## src/rtl/sdram_port_a_arbiter.sv

```systemverilog
// Round-robin arbiter that shares the SDRAM controller's handshake-less host port A
// between a CPU port (0) and a DMA/cassette port (1), holding each request for a fixed window.
module sdram_port_a_arbiter #(
  parameter int SETUP_CYCLES  = 8,
  parameter int ACCESS_CYCLES = 20
) (
  input  logic        clk,
  input  logic        reset,
  input  logic        req0,
  input  logic        req1,
  input  logic        we0,
  input  logic        we1,
  input  logic [21:0] addr0,
  input  logic [21:0] addr1,
  input  logic [15:0] wdata0,
  input  logic [15:0] wdata1,
  output logic        ack0,
  output logic        ack1,
  output logic [15:0] rdata0,
  output logic [15:0] rdata1,
  output logic [21:0] mem_address,
  output logic        mem_write,
  output logic [15:0] mem_data_out,
  input  logic [15:0] mem_data_in
);

  typedef enum logic [1:0] {IDLE, SETUP, ACCESS, DONE} state_t;

  localparam logic [4:0] SETUP_LOAD  = 5'(SETUP_CYCLES - 1);
  localparam logic [4:0] ACCESS_LOAD = 5'(ACCESS_CYCLES - 1);

  state_t      state_q;
  logic [4:0]  cnt_q;
  logic        grant_q;
  logic        grant_d;
  logic        last_grant_q;
  logic        we_hold_q;
  logic [21:0] mem_address_q;
  logic        mem_write_q;
  logic [15:0] mem_data_out_q;
  logic        ack0_q;
  logic        ack1_q;
  logic [15:0] rdata0_q;
  logic [15:0] rdata1_q;

  // On a tie the port that did not win last time is chosen.
  always_comb begin
    grant_d = req1;
    if (req0 && req1) begin
      grant_d = ~last_grant_q;
    end
  end

  always_ff @(posedge clk) begin
    if (reset) begin
      state_q        <= IDLE;
      cnt_q          <= 5'd0;
      grant_q        <= 1'b0;
      last_grant_q   <= 1'b1;
      we_hold_q      <= 1'b0;
      mem_address_q  <= 22'd0;
      mem_write_q    <= 1'b0;
      mem_data_out_q <= 16'd0;
      ack0_q         <= 1'b0;
      ack1_q         <= 1'b0;
      rdata0_q       <= 16'd0;
      rdata1_q       <= 16'd0;
    end else begin
      case (state_q)
        IDLE: begin
          mem_write_q <= 1'b0;
          ack0_q      <= 1'b0;
          ack1_q      <= 1'b0;
          if (req0 || req1) begin
            grant_q        <= grant_d;
            mem_address_q  <= grant_d ? addr1 : addr0;
            mem_data_out_q <= grant_d ? wdata1 : wdata0;
            we_hold_q      <= grant_d ? we1 : we0;
            cnt_q          <= SETUP_LOAD;
            state_q        <= SETUP;
          end
        end
        SETUP: begin
          if (cnt_q == 5'd0) begin
            cnt_q       <= ACCESS_LOAD;
            mem_write_q <= we_hold_q;
            state_q     <= ACCESS;
          end else begin
            cnt_q <= cnt_q - 5'd1;
          end
        end
        ACCESS: begin
          // Read data is sampled at the very end of the window, after any refresh delay.
          if (cnt_q == 5'd0) begin
            mem_write_q <= 1'b0;
            if (!we_hold_q) begin
              if (grant_q) begin
                rdata1_q <= mem_data_in;
              end else begin
                rdata0_q <= mem_data_in;
              end
            end
            if (grant_q) begin
              ack1_q <= 1'b1;
            end else begin
              ack0_q <= 1'b1;
            end
            last_grant_q <= grant_q;
            state_q      <= DONE;
          end else begin
            cnt_q <= cnt_q - 5'd1;
          end
        end
        DONE: begin
          ack0_q  <= 1'b0;
          ack1_q  <= 1'b0;
          state_q <= IDLE;
        end
        default: state_q <= IDLE;
      endcase
    end
  end

  assign mem_address  = mem_address_q;
  assign mem_write    = mem_write_q;
  assign mem_data_out = mem_data_out_q;
  assign ack0         = ack0_q;
  assign ack1         = ack1_q;
  assign rdata0       = rdata0_q;
  assign rdata1       = rdata1_q;

endmodule

```

## config.mk

```make
export PLATFORM = sky130hd
export DESIGN_NAME = sdram_port_a_arbiter
export DESIGN_NICKNAME = d
export VERILOG_FILES = /design/src/rtl/sdram_port_a_arbiter.sv
export SDC_FILE = /design/constraint.sdc
export NUM_CORES = 1
export LEC_CHECK = 0
export CORE_MARGIN = 2
export CORE_UTILIZATION = 44
export DETAILED_ROUTE_END_ITERATION = 16
export GPL_TIMING_DRIVEN = 0
export PLACE_DENSITY = 0.83
export SLEW_MARGIN = 25
export SYNTH_ARGS = -nofsm -noshare
export SYNTH_HDL_FRONTEND = slang
export SYNTH_SLANG_ARGS = --single-unit
export TNS_END_PERCENT = 10
```

## constraint.sdc

```tcl
create_clock -name clk -period 3.53 [get_ports clk]
set_input_delay 0.706 -clock clk [delete_from_list [all_inputs] [get_ports clk]]
set_output_delay 0.706 -clock clk [all_outputs]
set_load 0.02 [all_outputs]
```

==> impl_metrics.yaml, run 1 <==
clock_tree:
  post_cts_resized: 0
  cts-htree-levels: 3
  post-cts-setup-buffers: 0
  cts_buffers: 9
  clk_pin_slew_ps: 80
  clk_latency_ps: 360
  cts_tree: "built"
  clock-sinks: 83
  clockBufferDepth: 2
  ctsHoldBuffers: 0
  cts_root_buffer: "clkbuf_8"
pwr:
  fin_total_pwr_mw: 3.65
  p_per_area_mw_per_mm2: 651
  p_leak_nw: 2.17
  ir_drop_uv: 349
global_routing:
  grt_use_total_pct: 24.5
  grt_pass1_vias: 3561
  grt_antenna_before_repair: 0
  grt_pass1_wl_um: 16800
  overflow: 0
  grt_max_degree: 14
synthesis:
  synthArstFlopShare_pct: 0
  synth_edf_count: 0
  synth_area_leaders: "dfxtp_1 47%, mux2i_1 20%, a211oi_1 8.7%"
  synth.most_common_cell: "dfxtp_1"
  post_synth_instance_area_mm2: 0.00354
  syn-num-nets: 472
  yosys.cell_types.count: 33
  yosysTopAreaCell: "dfxtp_1"
  synth_seq_area_share_pct: 47.0
  synth_common_cells: "83 x dfxtp_1, 81 x nor2_1, 72 x mux2i_1"
  yosys_most_used_dff: "dfxtp_1"
  syn_inst: 368
  synth-seq-cells: 83
  yosysTopAreaCellShare_pct: 47.0
  syn_area_per_cell_um2: 9.61
  yosysWarnings: 0
drt:
  vias_per_cell: 5.20
  drcViolationCount: 0
  detail-route-antenna-nets: 0
  drt-total-wl_um: 10300
  drtIter0Drc: 96
  detail_route.wl_per_cell_um: 15.7
  num_vias: 3404
  first_pass_iters: 4
die:
  die_width_um: 93.7
  coreArea_mm2: 0.00777
  die-area_mm2: 0.00877
  io_pins: 171
  start_util_pct: 45.5
  die_y_um: 93.7
  num_rows: 32
worst_setup_path:
  worst_ep_required_time_ps: 3760
  crit_path_start_kind: "register"
  slowest_delay_ps: 690
  crit_arrival_ps: 2810
  cp-end-kind: "register"
  path_class: "reg -> reg"
  crit_chain: "inv_1 > ha_1 > nor4b_2 > nand4b_1 > clkbuf_1 > buf_2 > mux2i_1 > nor2_1"
  worst-path-buf-inv: 3
  crit_family: "simple AND/OR/NAND/NOR gates"
  critPathSlowestCell: "nor4b_2"
  cp_max_fo: 10
timing:
  setup_tns_ps: 0
  setup_ws_ps: 953
  hold_viol_final: 0
  setup_viol: 0
  rsz0062_at_grt: "no"
  skew_ps: 5.23
  period_minus_slack_ps: 2580
  fmax_mhz: 388
  period_share_pct: 73.0
  max_slew_margin_pct: 46.7
  maxSlewViolCount: 0
  worst_slew_pin_slew_ps: 798
place:
  dp_hpwl_um: 7960
  dpl.cell_count: 639
  dpl_worst_slack_ps: 747
  numPortBuffers: 169
  gp_congestion: 0.861
cells_and_area:
  final_nets: 652
  antennaDiodeCount: 0
  drive_above_1_share_pct: 4.16
  syn2layout_area_growth_pct: 58.3
  instances_no_fill: 655
flow_run:
  maxCapViolations: 0
run_status:
  status: "complete, no violations"
hold_path:
  hold_class: "reg -> reg"
-- report_power, final --
part / total, mW / switching, mW / leakage, nW / internal [mW]
Sequential: 1.25 / 0.122 / 0.680 / 1.13
Combinational: 1.56 / 0.878 / 1.36 / 0.685
Clock: 0.830 / 0.343 / 0.123 / 0.487
Total: 3.65 / 1.34 / 2.17 / 2.30
-- logic make-up (layout without fill, tap and decap cells) --
| family | Yosys count | count (layout) | synth area share, % |
|---|---|---|---|
| AO/OA/AOI/OAI | 64 | 64 | 12.8 |
| buffers and inverters | 35 | 220 | 4.00 |
| multiplexers | 72 | 72 | 20.4 |
| AND/OR/NAND/NOR | 108 | 108 | 13.7 |
| flip-flops | 83 | 83 | 47.0 |
| adder cells (fa/ha/maj) | 6 | 6 | 2.12 |
-- cell type report --
| class | instances | area [µm²] |
|---|---|---|
| well taps | 102 | 128 |
| repair buffers | 169 | 1690 |
| fillers | 586 | 2170 |
| flip-flops and latches | 83 | 1660 |
| clock inverters | 5 | 100 |
| clock buffers | 11 | 141 |
| inverters | 7 | 26.3 |
| multi-input cells | 250 | 1730 |
| plain buffers | 28 | 115 |
-- worst paths after layout --
path / slack (ps) / cells past startpoint / startpoint / endpoint
setup reg to reg: 950 / 8 / cnt_q[0] / rdata1[14]
hold / removal: 490 / 2 / rdata0[13] / rdata0[13]
hold reg to reg: 490 / 2 / rdata0[13] / rdata0[13]
setup / recovery: 950 / 8 / cnt_q[0] / rdata1[14]
-- cells in the final DEF, fill, tap and decap left out, types with 3 or more instances in the layout --
cell type / instances
o21ai_0: 7
bufinv_16: 3
ha_1: 6
buf_1: 7
nor2_1: 81
inv_1: 7
clkbuf_8: 10
nand2_1: 4
a31oi_1: 3
a21oi_1: 5
a211oi_1: 41
nand3_1: 6
nor3_1: 3
mux2i_1: 72
clkdlybuf4s50_1: 169
clkbuf_1: 19
dfxtp_1: 83
-- routing by layer --
| layer | track usage (%) | vias to the layer above | wire, µm |
|---|---|---|---|
| met5 | 0 | - | 0 |
| met4 | 11.6 | 0 | 335 |
| met3 | 5.06 | 28 | 519 |
| met2 | 43.5 | 99 | 5370 |
| met1 | 28.0 | 1615 | 4080 |
| li1 | - | 1662 | - |
-- per-stage QoR --
step / hold WS, ps / util [%] / instance area (µm²)
detailed placement: 488 / 69.0 / 5360
CTS: 500 / 72.1 / 5600
global route: 519 / 72.1 / 5600
floorplan: 467 / - / 3540
global placement: 473 / 69.0 / 5360
finish: 494 / 72.1 / 5600
-- state kept, by name, summed over array words and instances (netlist names), 2 cells and up --
| signal | count |
|---|---|
| rdata0 | 16 |
| state_q | 2 |
| mem_data_out | 16 |
| rdata1 | 16 |
| mem_address | 22 |
| cnt_q | 5 |
-- worst register-to-register path, cell delays in order (launching register included) --
cell and delay, ps:
dfxtp_1 350, inv_1 110, ha_1 250, nor4b_2 690, nand4b_1 180, clkbuf_1 300, buf_2 310, mux2i_1 210
nor2_1 70
No activity file was read; power rests on OpenSTA's default activity.
==> run 2, diff against run 1 <==
--- a/config.mk
+++ b/config.mk
@@ -6,10 +6,10 @@
 export NUM_CORES = 1
 export LEC_CHECK = 0
 export CORE_MARGIN = 2
-export CORE_UTILIZATION = 44
+export CORE_UTILIZATION = 37
 export DETAILED_ROUTE_END_ITERATION = 16
 export GPL_TIMING_DRIVEN = 0
-export PLACE_DENSITY = 0.83
+export PLACE_DENSITY = 0.74
 export SLEW_MARGIN = 25
 export SYNTH_ARGS = -nofsm -noshare
 export SYNTH_HDL_FRONTEND = slang
==> constraint.sdc (replaced) <==
create_clock -name clk -period 2.2 [get_ports clk]
set_input_delay 0.44 -clock clk [delete_from_list [all_inputs] [get_ports clk]]
set_output_delay 0.44 -clock clk [all_outputs]
set_load 0.02 [all_outputs]
==> run 2 against run 1 <==
Effect of this change:
- register-to-register slack lost 850 ps
- utilization is 11 points lower
- fmax grew 23%
- clock-buffer cell count is 1 lower
- via count down 1.5%
- critical path depth stayed put
- critical endpoint is now rdata0[4]
- non-clock buffer count increased by 1
- sequential cell count is the same
- final cell count grew 4.1%
- total power grew 52%
- clock skew is 7.3 ps higher
- die area grew 18%
==> impl_metrics.yaml, run 2 (synthesis results as in run 1) <==
run_status:
  status: "complete, no violations"
drt:
  drt-total-wl_um: 10200
  first_pass_iters: 4
  detail_route.wl_per_cell_um: 15.0
  detail-route-antenna-nets: 0
  drtIter0Drc: 85
  num_vias: 3353
  drcViolationCount: 0
  vias_per_cell: 4.92
die:
  start_util_pct: 38.3
  io_pins: 171
  coreArea_mm2: 0.00924
  die-area_mm2: 0.0104
  num_rows: 35
  die_y_um: 102
  die_width_um: 102
cells_and_area:
  largest_reg_flops: 22
  final_cell_mix: "169 x clkdlybuf4s50_1, 83 x dfxtp_1, 81 x nor2_1"
  antennaDiodeCount: 0
  instances_no_fill: 682
  layout_commonest_cell: "clkdlybuf4s50_1"
  drive_above_1_share_pct: 6.15
  syn2layout_area_growth_pct: 58.5
  fillers: 792
  finalInstanceArea_mm2: 0.00561
  final_nets: 653
global_routing:
  grt_max_degree: 14
  overflow: 0
  grt_pass1_vias: 3390
  grt_pass1_wl_um: 16100
  grt_use_total_pct: 19.7
  grt_antenna_before_repair: 0
pwr:
  p_per_area_mw_per_mm2: 987
  p_leak_nw: 2.16
  ir_drop_uv: 416
timing:
  fmax_mhz: 478
  max_slew_margin_pct: 61.7
  period_minus_slack_ps: 2090
  worst_slew_pin_slew_ps: 574
  setup_viol: 0
  skew_ps: 12.6
  setup_tns_ps: 0
  maxSlewViolCount: 0
  rsz0062_at_grt: "no"
  hold_viol_final: 0
  period_share_pct: 95.1
place:
  dp_hpwl_um: 7990
  gp_congestion: 0.837
  dpl.cell_count: 666
  place_area_mm2: 0.00539
  numPortBuffers: 169
hold_path:
  holdPathStages: 2
  whs_endpoint: "mem_write"
  hp-start: "mem_write"
  hold_class: "reg -> reg"
clock_tree:
  cts_tree: "built"
  clock-sinks: 83
  cts-htree-levels: 3
  clk_latency_ps: 350
  clockBufferDepth: 2
  clk_pin_slew_ps: 80
  cts_buffers: 9
  ctsHoldBuffers: 0
  cts_root_buffer: "clkbuf_8"
worst_setup_path:
  cp-end-kind: "register"
  crit_path_start_kind: "register"
  cp_max_fo: 10
  rrSetupSlack_ps: 110
  path_class: "reg -> reg"
  reg2reg_to: "rdata0[4]"
  crit-reg2reg-launch: "cnt_q[1]"
  crit_arrival_ps: 2320
  rr_worst_depth: 8
  worst_ep_required_time_ps: 2420
  critPathLaunch: "cnt_q[1]"
flow_run:
  maxCapViolations: 0
## run 2: changes by cell type in the layout (fill, tap and decap cells not counted), sizes merged
cell	change
buf	-3
bufinv	-3
clkbuf	+3
clkinvlp	+2
clkinv	+1
## run 2: final cells by class
cell class	count	area [µm²]	area share, %
timing repair buffer	171	1710	30.5
buffer	27	123	2.19
clock inverter	5	30.0	0.536
sequential	83	1660	29.6
inverter	7	26.3	0.469
tap	129	161	2.88
clock buffer	10	138	2.46
multi-input combinational	250	1760	31.3
## run 2: what timing repair did
| action | in CTS | in global routing |
|---|---|---|
| pin swaps | 2 | 1 |
| setup endpoints to repair | 26 | 50 |
| gates resized for setup | 3 | 12 |
| buffers inserted | 2 | 0 |
| gates cloned | 0 | 0 |
## run 2: power by group
group          leakage (nW)  internal (mW)  switching (mW)  total, mW
clock                0.0839          0.429           0.531      0.960
sequential            0.680           1.81           0.200       2.01
combinational          1.40           1.15            1.41       2.56
## run 2: worst max path at each step
| stage | to | slack (ps) | cells after the start |
|---|---|---|---|
| after CTS | mem_address[13] | 4 | 7 |
| after floorplan | rdata0[0] | 50 | 8 |
| after detailed placement | mem_address[13] | -320 | 6 |
| final | rdata0[4] | 110 | 8 |
| after global placement | mem_address[16] | -270 | 5 |
| after global routing | rdata0[0] | 5 | 8 |
## run 2: worst max-delay path, stage by stage, from the launching register on
cell and delay, ps:
dfxtp_1 340, inv_1 110, ha_4 170, or4b_1 440
buf_4 180, nor4_4 230, buf_6 230, mux2i_1 220
nor2_1 50
## run 2: metrics by stage
step | setup slack (ps) | hold WS [ps] | power [mW] | utilization (%)
4_1_cts | 3.83 | 490 | 5.54 | 60.4
5_1_grt | 4.54 | 514 | 5.87 | 60.7
2_1_floorplan | 52.0 | 467 | 3.50 | -
3_5_place_dp | -318 | 479 | 4.54 | 58.3
3_3_place_gp | -272 | 475 | 4.46 | 58.3
6_report | 107 | 489 | 5.53 | 60.7
## run 2: metal layers
metal  vias up  share of wire (%)  track usage (%)
li1       1663                  -                -
met1      1578                 40             22.1
met2        93                 52             35.7
met3        19                5.2             4.42
met4         0                2.7             8.11
met5         -                  0                0
==> run 3, diff against run 2 <==
--- a/config.mk
+++ b/config.mk
@@ -10,6 +10,7 @@
 export DETAILED_ROUTE_END_ITERATION = 16
 export GPL_TIMING_DRIVEN = 0
 export PLACE_DENSITY = 0.74
+export REMOVE_ABC_BUFFERS = 1
 export SLEW_MARGIN = 25
 export SYNTH_ARGS = -nofsm -noshare
 export SYNTH_HDL_FRONTEND = slang
==> run 3 against run 2 <==
Effect of this change:
- total power is 1.1% higher
- first-iteration DRC count is 13% lower
- worst hold slack better by 2.6 ps
- sequential share of layout area is 0.34 points lower
- via count is 3.1% lower
- die area stayed put
- critical endpoint is now mem_address[11]
==> impl_metrics.yaml, run 3 (synthesis results as in run 1) <==
pwr:
  ir_drop_uv: 511
  power.switching_mw: 2.14
  p_per_area_mw_per_mm2: 986
  fin_total_pwr_mw: 5.59
  pwr-share-comb_pct: 46.3
  intPower_mw: 3.45
  swShare_pct: 38.3
  p_leak_nw: 2.20
  pwr-share-seq_pct: 36.0
  pwr-share-clk_pct: 17.7
worst_setup_path:
  cp_max_fo: 19
  path_class: "in -> reg"
  worst_ep_required_time_ps: 2410
  cp-end-kind: "register"
  crit_arrival_ps: 2290
  crit_path_start_kind: "input port"
global_routing:
  grt_use_total_pct: 17.6
  grt_antenna_before_repair: 0
  use_met3_pct: 6.35
  grt_pass1_wl_um: 14600
  busiest_layer: "met2"
  use_met1_pct: 19.8
  grt_pass1_vias: 3125
  grt_max_degree: 69
  overflow: 0
  use_met2_pct: 31.1
drt:
  num_vias: 3250
  drcViolationCount: 0
  vias_per_cell: 4.87
  drtIter0Drc: 74
  detail-route-antenna-nets: 0
  first_pass_iters: 4
  drt-total-wl_um: 9510
  detail_route.wl_per_cell_um: 14.2
die:
  die_y_um: 102
  num_rows: 35
  coreArea_mm2: 0.00924
  start_util_pct: 38.3
  die-area_mm2: 0.0104
  io_pins: 171
  die_width_um: 102
clock_tree:
  ctsHoldBuffers: 0
  cts_root_buffer: "clkbuf_8"
  cts_tree: "built"
  clockBufferDepth: 2
  cts-htree-levels: 3
  cts_buffers: 9
  clk_pin_slew_ps: 90
  clock-sinks: 83
  clk_latency_ps: 340
place:
  numPortBuffers: 170
  dpl_worst_slack_ps: -545
  gp_congestion: 0.788
  place_area_mm2: 0.00543
  dp_hpwl_um: 7170
timing:
  skew_ps: 10.3
  setup_ws_ps: 119
  hold_viol_final: 0
  period_share_pct: 94.6
  setup_viol: 0
  max_slew_margin_pct: 61.2
  fmax_mhz: 481
  period_minus_slack_ps: 2080
  worst_slew_pin_slew_ps: 581
  hold_slack_ps: 491
  rsz0062_at_grt: "no"
  maxSlewViolCount: 0
cells_and_area:
  fillers: 791
  final_nets: 638
  finalInstanceArea_mm2: 0.00568
  layout_commonest_cell: "clkdlybuf4s50_1"
  largest_reg_flops: 22
  final_core_util_pct: 61.4
  antennaDiodeCount: 0
  final_cell_mix: "169 x clkdlybuf4s50_1, 82 x dfxtp_1, 81 x nor2_1"
  drive_above_1_share_pct: 7.98
  syn2layout_area_growth_pct: 60.5
flow_run:
  maxCapViolations: 0
hold_path:
  hold_class: "in -> reg"
run_status:
  status: "complete, no violations"
[run 3: cell types whose count changed in the layout (fill, tap and decap cells not counted), moves of 2 or more]
cell	previous run	this run
inv_6	0	3
clkbuf_1	16	0
buf_4	2	7
clkbuf_2	7	0
buf_16	0	2
[run 3: final cells by class]
class | instances | area [µm²] | share of cell area, %
clock buffers | 9 | 124 | 2.18
clock inverters | 7 | 51.3 | 0.904
inverters | 7 | 26.3 | 0.463
multi-input cells | 250 | 1780 | 31.4
flip-flops and latches | 83 | 1660 | 29.3
well taps | 129 | 161 | 2.84
repair buffers | 183 | 1870 | 32.9
[run 3: worst paths after layout]
check / startpoint / end / slack (ps) / cells after the start
setup / recovery: req1 / mem_address[11] / 120 / 6
hold reg to reg: mem_address[8] / mem_address[8] / 500 / 2
hold / removal: reset / rdata1[2] / 490 / 2
setup reg to reg: cnt_q[0] / rdata0[1] / 150 / 8
[run 3: stage by stage]
step,setup TNS (ps),instances
floorplan,-69180,340
CTS,0,665
global route,0,668
global placement,-165510,639
detailed placement,-14520,646
finish,0,668
[run 3: power groups by stage]
stage	clock (mW)	sequential [mW]	combinational [mW]
after detailed placement	0	2.04	2.48
after CTS	1.02	2.01	2.53
after floorplan	0	2.31	1.15
after global routing	1.08	2.06	2.82
after global placement	0	2.02	2.39
final	0.990	2.02	2.59
[run 3: what timing repair did]
action	in CTS	in global routing
resized for setup	2	6
buffers inserted	3	3
pin swaps	2	0
gates cloned	0	0
setup endpoints to repair	32	16
[run 3: metal layers]
metal / part of all wire (%) / up-vias
met2: 48 / 144
met3: 9.5 / 11
met4: 1.3 / 0
met5: 0 / -
met1: 41 / 1458
li1: - / 1637
[run 3: worst max-delay path, stage by stage]
cell and delay, ps:
clkdlybuf4s50_1 530, a21boi_4 540, buf_8 250, buf_16 180
mux2i_1 240, a211oi_1 100
